$ cat src/rtl/term_pkg.sv
// term_pkg: geometry, character codes and controller states shared by the VRAM write path.
package term_pkg;
  localparam int COLS = 80;
  localparam int ROWS = 30;
  localparam int COL_W = 7;
  localparam int ROW_W = 5;
  localparam int ADDR_W = 12;
  localparam int CSI_MAX = 16;
  localparam logic [7:0] CHR_CR = 8'h0D;
  localparam logic [7:0] CHR_CR_HI = 8'h8D;
  localparam logic [7:0] CHR_LF = 8'h0A;
  localparam logic [7:0] CHR_BS = 8'h08;
  localparam logic [7:0] CHR_FF = 8'h0C;
  localparam logic [7:0] CHR_ESC = 8'h1B;
  localparam logic [7:0] CHR_SPACE = 8'h20;
  localparam logic [7:0] CHR_LBRACKET = 8'h5B;
  typedef enum logic [2:0] {IDLE, ESC, CSI, CLR_LINE, CLR_SCREEN} state_e;
endpackage

$ cat src/rtl/term_clear_seq.sv
// term_clear_seq: sweeps one row or the whole buffer, one address per cycle, for space fills.
module term_clear_seq
  import term_pkg::*;
(
  input  logic              clk,
  input  logic              rst,
  input  logic              start_i,
  input  logic              single_row_i,
  input  logic [ROW_W-1:0]  row_i,
  output logic [ADDR_W-1:0] addr_o,
  output logic              we_o,
  output logic              done_o
);
  logic [ROW_W-1:0] row_q;
  logic [COL_W-1:0] col_q;
  logic single_q, act_q, last_col;
  assign last_col = col_q == COL_W'(COLS - 1);
  assign done_o = act_q && last_col && (single_q || row_q == ROW_W'(ROWS - 1));
  assign addr_o = {row_q, col_q};
  assign we_o = act_q;
  always_ff @(posedge clk or posedge rst) begin
    if (rst) begin
      act_q <= 1'b0;
      single_q <= 1'b0;
      row_q <= '0;
      col_q <= '0;
    end else if (start_i) begin
      act_q <= 1'b1;
      single_q <= single_row_i;
      row_q <= single_row_i ? row_i : '0;
      col_q <= '0;
    end else if (act_q) begin
      act_q <= !done_o;
      col_q <= last_col ? '0 : col_q + 1'b1;
      row_q <= last_col ? row_q + 1'b1 : row_q;
    end
  end
endmodule

$ cat src/rtl/term_vram_ctrl.sv
// term_vram_ctrl: turns a byte stream into character VRAM writes with cursor, ANSI CSI
// swallowing, line/screen clears and circular scrolling via top_row.
module term_vram_ctrl
  import term_pkg::*;
(
  input  logic              clk,
  input  logic              rst,
  input  logic [7:0]        in_data,
  input  logic              in_valid,
  output logic              in_ready,
  output logic [ADDR_W-1:0] vram_addr,
  output logic [7:0]        vram_data,
  output logic              vram_we,
  output logic [COL_W-1:0]  cursor_col,
  output logic [ROW_W-1:0]  cursor_row,
  output logic [ROW_W-1:0]  top_row,
  output logic              busy
);
  state_e state_q;
  logic [COL_W-1:0] col_q;
  logic [ROW_W-1:0] row_q, top_q, r_next, top_next;
  logic full_q, we_q, pend_q;
  logic [ADDR_W-1:0] addr_q, seq_addr;
  logic [7:0] data_q, param_q;
  logic [4:0] csi_cnt_q;
  logic accept, idle_acc, printable, is_param, last_col, last_row, adv, wrap_clr, wr;
  logic go_line, go_screen, seq_start, seq_we, seq_done;
  assign in_ready = !rst && (state_q == IDLE || state_q == ESC || state_q == CSI);
  assign accept = in_valid && in_ready;
  assign idle_acc = accept && state_q == IDLE;
  assign printable = in_data >= 8'h20 && in_data <= 8'h7E;
  assign is_param = in_data >= 8'h30 && in_data <= 8'h3F;
  assign last_col = col_q == COL_W'(COLS - 1);
  assign last_row = row_q == ROW_W'(ROWS - 1);
  assign r_next = last_row ? '0 : row_q + 1'b1;
  assign top_next = r_next == ROW_W'(ROWS - 1) ? '0 : r_next + 1'b1;
  assign adv = (printable && last_col) || in_data == CHR_LF;
  assign wrap_clr = adv && (full_q || last_row);
  assign wr = idle_acc && (printable || (in_data == CHR_BS && col_q != '0));
  assign go_line = idle_acc && wrap_clr;
  assign go_screen = (idle_acc && in_data == CHR_FF) || (accept && state_q == CSI && in_data == 8'h4A);
  // a character written in the last column delays its row clear by one cycle (pend_q)
  assign seq_start = (go_line && !wr) || go_screen || pend_q;
  term_clear_seq u_clr (
    .clk          (clk),
    .rst          (rst),
    .start_i      (seq_start),
    .single_row_i (!go_screen),
    .row_i        (pend_q ? row_q : r_next),
    .addr_o       (seq_addr),
    .we_o         (seq_we),
    .done_o       (seq_done)
  );
  assign vram_we = we_q || seq_we;
  assign vram_addr = seq_we ? seq_addr : addr_q;
  assign vram_data = seq_we ? CHR_SPACE : data_q;
  assign cursor_col = col_q;
  assign cursor_row = row_q;
  assign top_row = top_q;
  assign busy = state_q == CLR_LINE || state_q == CLR_SCREEN;
  always_ff @(posedge clk or posedge rst) begin
    if (rst) begin
      state_q <= IDLE;
      col_q <= '0;
      row_q <= '0;
      top_q <= '0;
      full_q <= 1'b0;
      we_q <= 1'b0;
      pend_q <= 1'b0;
      addr_q <= '0;
      data_q <= '0;
      param_q <= '0;
      csi_cnt_q <= '0;
    end else begin
      we_q <= wr;
      pend_q <= go_line && wr;
      if (wr) begin
        addr_q <= {row_q, printable ? col_q : col_q - 1'b1};
        data_q <= printable ? in_data : CHR_SPACE;
      end
      case (state_q)
        IDLE: if (accept) begin
          if (printable) col_q <= last_col ? '0 : col_q + 1'b1;
          else if (in_data == CHR_CR || in_data == CHR_CR_HI) col_q <= '0;
          else if (in_data == CHR_BS && col_q != '0) col_q <= col_q - 1'b1;
          else if (in_data == CHR_ESC) state_q <= ESC;
          if (adv) row_q <= r_next;
          if (wrap_clr) begin
            full_q <= 1'b1;
            top_q <= top_next;
            state_q <= CLR_LINE;
          end
        end
        ESC: if (accept) begin
          state_q <= in_data == CHR_LBRACKET ? CSI : IDLE;
          csi_cnt_q <= '0;
          param_q <= '0;
        end
        CSI: if (accept) begin
          if (is_param && csi_cnt_q != 5'(CSI_MAX)) begin
            csi_cnt_q <= csi_cnt_q + 1'b1;
            if (in_data <= 8'h39) param_q <= param_q * 8'd10 + (in_data - 8'h30);
          end else state_q <= IDLE;
        end
        default: if (seq_done) state_q <= IDLE;
      endcase
      if (go_screen) begin
        state_q <= CLR_SCREEN;
        col_q <= '0;
        row_q <= '0;
        top_q <= '0;
        full_q <= 1'b0;
      end
    end
  end
endmodule

$ cat config.mk
export PLATFORM = sky130hd
export DESIGN_NAME = term_vram_ctrl
export DESIGN_NICKNAME = d
export VERILOG_FILES = /design/src/rtl/term_pkg.sv /design/src/rtl/term_clear_seq.sv /design/src/rtl/term_vram_ctrl.sv
export SDC_FILE = /design/constraint.sdc
export NUM_CORES = 1
export LEC_CHECK = 0
export ABC_AREA = 0
export ABC_CLOCK_PERIOD_IN_PS = 2700
export BUFFER_PORTS_ARGS = -buffer_cell sky130_fd_sc_hd__buf_2
export CORE_MARGIN = 4
export CORE_UTILIZATION = 50
export DETAILED_ROUTE_END_ITERATION = 10
export PLACE_DENSITY = 0.73
export SLEW_MARGIN = 20
export SYNTH_ARGS = -nofsm -noshare
export SYNTH_HDL_FRONTEND = slang
export SYNTH_HIERARCHICAL = 1
export SYNTH_SLANG_ARGS = --single-unit
$ cat constraint.sdc
create_clock -name clk -period 2.7 [get_ports clk]
set_input_delay 0 -clock clk [delete_from_list [all_inputs] [get_ports clk]]
set_output_delay 0 -clock clk [all_outputs]
set_load 0.01 [all_outputs]
==> impl_metrics.ini <==
[outcome]
status = complete, no violations

[cts]
clock_tree.buffer_depth = 2
clock_sinks = 62
cts_buffers = 9
clk_latency_ps = 340
cts_root_buf = clkbuf_8
cts_setup_buffers = 0
cts.htree.levels = 3
clkTransAtPathRegs_ps = 70
cts_tree = yes

[sta]
finalSetupViolCount = 0
slew_headroom = 0.422
hold_viol = 0
rsz0062_at_grt = no
max_freq_mhz = 381
fin_hold_ws_ps = 229
setup_ws_ps = 77.8
setup_tns_ps = 0
finalCriticalPeriod_ps = 2620
fin_worst_skew_ps = 7.75
finalMaxSlewViolations = 0
period_share = 0.971
worstMarginPinSlew_ps = 867

[cells_and_area]
fin_nets = 531
layout_common_cells = 62 x dfrtp_1, 50 x buf_2, 34 x nand2_1
areaGrowthSynthToFinish_pct = 17.5
final_core_util = 0.614
drive_gt1_frac = 0.254
layout_commonest_cell = dfrtp_1
num_antenna_cells = 0

[yosys]
ys_types = 72
synthCells = 440
yosys.area.top_type = dfrtp_1
synth_edf_count = 0
synth_flop_cell = dfrtp_1
synth_top_area_share = 0.378
synthArstFlopShare = 1.00
muxShareOfSynthArea = 0.0897
synth_compound_area_frac = 0.179
syn_nets = 463
synthXorXnorAreaFrac = 0.0299
synthTopCellsByArea = dfrtp_1 38%, mux2_2 4.4%, ha_1 3.7%
ys_ff_latch = 62
synth_simple_gate_area_share = 0.237
synth_top_family_by_area = simple AND/OR/NAND/NOR gates
synth_fa_ha_area_frac = 0.0366
synthesis.area_um2 = 4100
ys_warn_count = 6
avgSynthCellArea_um2 = 9.32
yosysSeqAreaShare = 0.378

[placement]
io_buffers = 50
gp_congestion = 0.838
place_hpwl_um = 7410
pre_cts_slack_ps = 148

[worst_setup_path]
crit_buf_inv = 3
cp-end-kind = register
cp.required_ps = 2940
cp_slowest_cell = dlygate4sd3_1
max_stage_delay_ps = 560
path_cells = dlygate4sd3_1 -> buf_2 -> or4_1 -> a211o_1 -> and2_1 -> a211o_1 -> buf_6 -> or4_1 -> o311ai_1
path_class = in -> reg
cp.arrival_ps = 2860
crit_family = simple AND/OR/NAND/NOR gates
crit_path_max_fanout = 17
cp-start-kind = input pin

[floorplanning]
coreArea_um2 = 7850
die-area_um2 = 9720
ioPinCount = 51
die_width_um = 98.6
rows = 32
start_util = 0.523
die_h_um = 98.6

[route]
ant_nets = 0
vias = 3656
wl_um = 10400
drt_iter0_drc = 255
wl_per_cell_um = 17.0
dr.pass1.iters = 5
drc = 0
via_per_inst = 5.95

[global_route]
grt_pass1_wl_um = 17700
grt_max_degree = 49
grt.overflow.total = 0
grt_usage = 0.223
antenna_found_initial = 0
grt_pass1_vias = 3560

[power]
power_leakage_nw = 2.14
power_mw = 2.96
power.density_nw_per_um2 = 615
vdd_drop_max_mv = 0.329

[flow_run]
maxCapViolCount = 0

[worst_hold_path]
hold_class = in -> reg
synth_stat cells, types with 4 or more instances:
| library cell | number |
|---|---|
| a211oi_1 | 4 |
| a21oi_1 | 17 |
| a22o_1 | 7 |
| buf_2 | 11 |
| clkbuf_1 | 14 |
| dfrtp_1 | 62 |
| ha_1 | 12 |
| inv_1 | 21 |
| mux2_2 | 16 |
| mux2_4 | 5 |
| mux2i_1 | 9 |
| nand2_1 | 34 |
| nand2b_1 | 10 |
| nand3_1 | 21 |
| nand3b_1 | 6 |
| nand4_1 | 4 |
| nor2_1 | 24 |
| nor2b_1 | 21 |
| nor3_1 | 7 |
| nor3b_1 | 4 |
| o211ai_1 | 8 |
| o21ai_0 | 26 |
| or2_2 | 5 |
| or3_1 | 4 |
| or4_1 | 5 |
| xnor2_1 | 5 |
| xor2_1 | 9 |
through the flow:
step | cell area (um^2) | std cells
detailed placement | 4560 | 591
finish | 4820 | 614
global placement | 4560 | 591
floorplan | 4120 | 440
global route | 4820 | 614
CTS | 4810 | 614
worst paths after layout:
check	cells after the start	to	startpoint	slack, ps
worst max-delay path	9	u_clr/row_q[1]$_DFFE_PP0P_	in_data[4]	80
worst max register to register	9	u_clr/row_q[1]$_DFFE_PP0P_	cursor_col[0]$_DFFE_PP0P_	160
min in group asynchronous	3	u_clr/col_q[3]$_DFFE_PP0P_	rst	330
max in group asynchronous	3	addr_q[9]$_DFFE_PP0P_	rst	1780
worst min register to register	1	data_q[4]$_DFFE_PP0P_	data_q[4]$_DFFE_PP0P_	510
worst min-delay path	6	state_q[1]$_DFFE_PP0P_	in_data[7]	230
final cells by class:
class	count	area (um^2)
Timing Repair Buffer	84	529
Tap cell	102	128
Fill cell	701	3030
Clock buffer	11	151
Sequential cell	62	1550
Multi-Input combinational cell	329	2350
Inverter	22	83.8
Clock inverter	4	22.5
state kept, by name, indices dropped and copies added (netlist names), 3 cells and up:
name and cells:
state_q 3, u_clr/col_q 7, addr_q 12, data_q 8
cursor_col 7, csi_cnt_q 5, cursor_row 5, top_row 5
u_clr/row_q 5
worst min-delay path: stages:
cell and delay [ps]:
buf_2 130, nor2_1 70, nand3_1 80, o221ai_1 110, o41ai_1 70, a21oi_1 70
logic make-up (layout without fill, tap and decap cells):
| family | Yosys count | after routing |
|---|---|---|
| AO/OA/AOI/OAI | 102 | 102 |
| buffers and inverters | 49 | 121 |
| flip-flops | 62 | 62 |
| multiplexers | 31 | 31 |
| AND/OR/NAND/NOR | 170 | 170 |
| adder cells (fa/ha/maj) | 12 | 12 |
| XOR/XNOR | 14 | 14 |
where the power goes:
part / switching [mW] / total [mW] / internal (mW)
Clock: 0.366 / 0.739 / 0.373
Combinational: 0.521 / 1.01 / 0.486
Sequential: 0.160 / 1.22 / 1.06
repair_timing:
| item | in CTS | in global routing |
|---|---|---|
| endpoints found under the hold margin | 24 | 0 |
| hold buffers | 8 | 0 |
| gates resized for setup | 0 | 2 |
| setup endpoints to repair | 0 | 2 |
metal layers:
layer  up-vias  track usage  part of all wire
met5         -            0                 0
met4         0       0.0599             0.011
met3        14       0.0446             0.058
met2       118        0.356              0.48
met1      1777        0.310              0.45
li1       1747            -                 -
No activity file was read; power rests on OpenSTA's default activity.
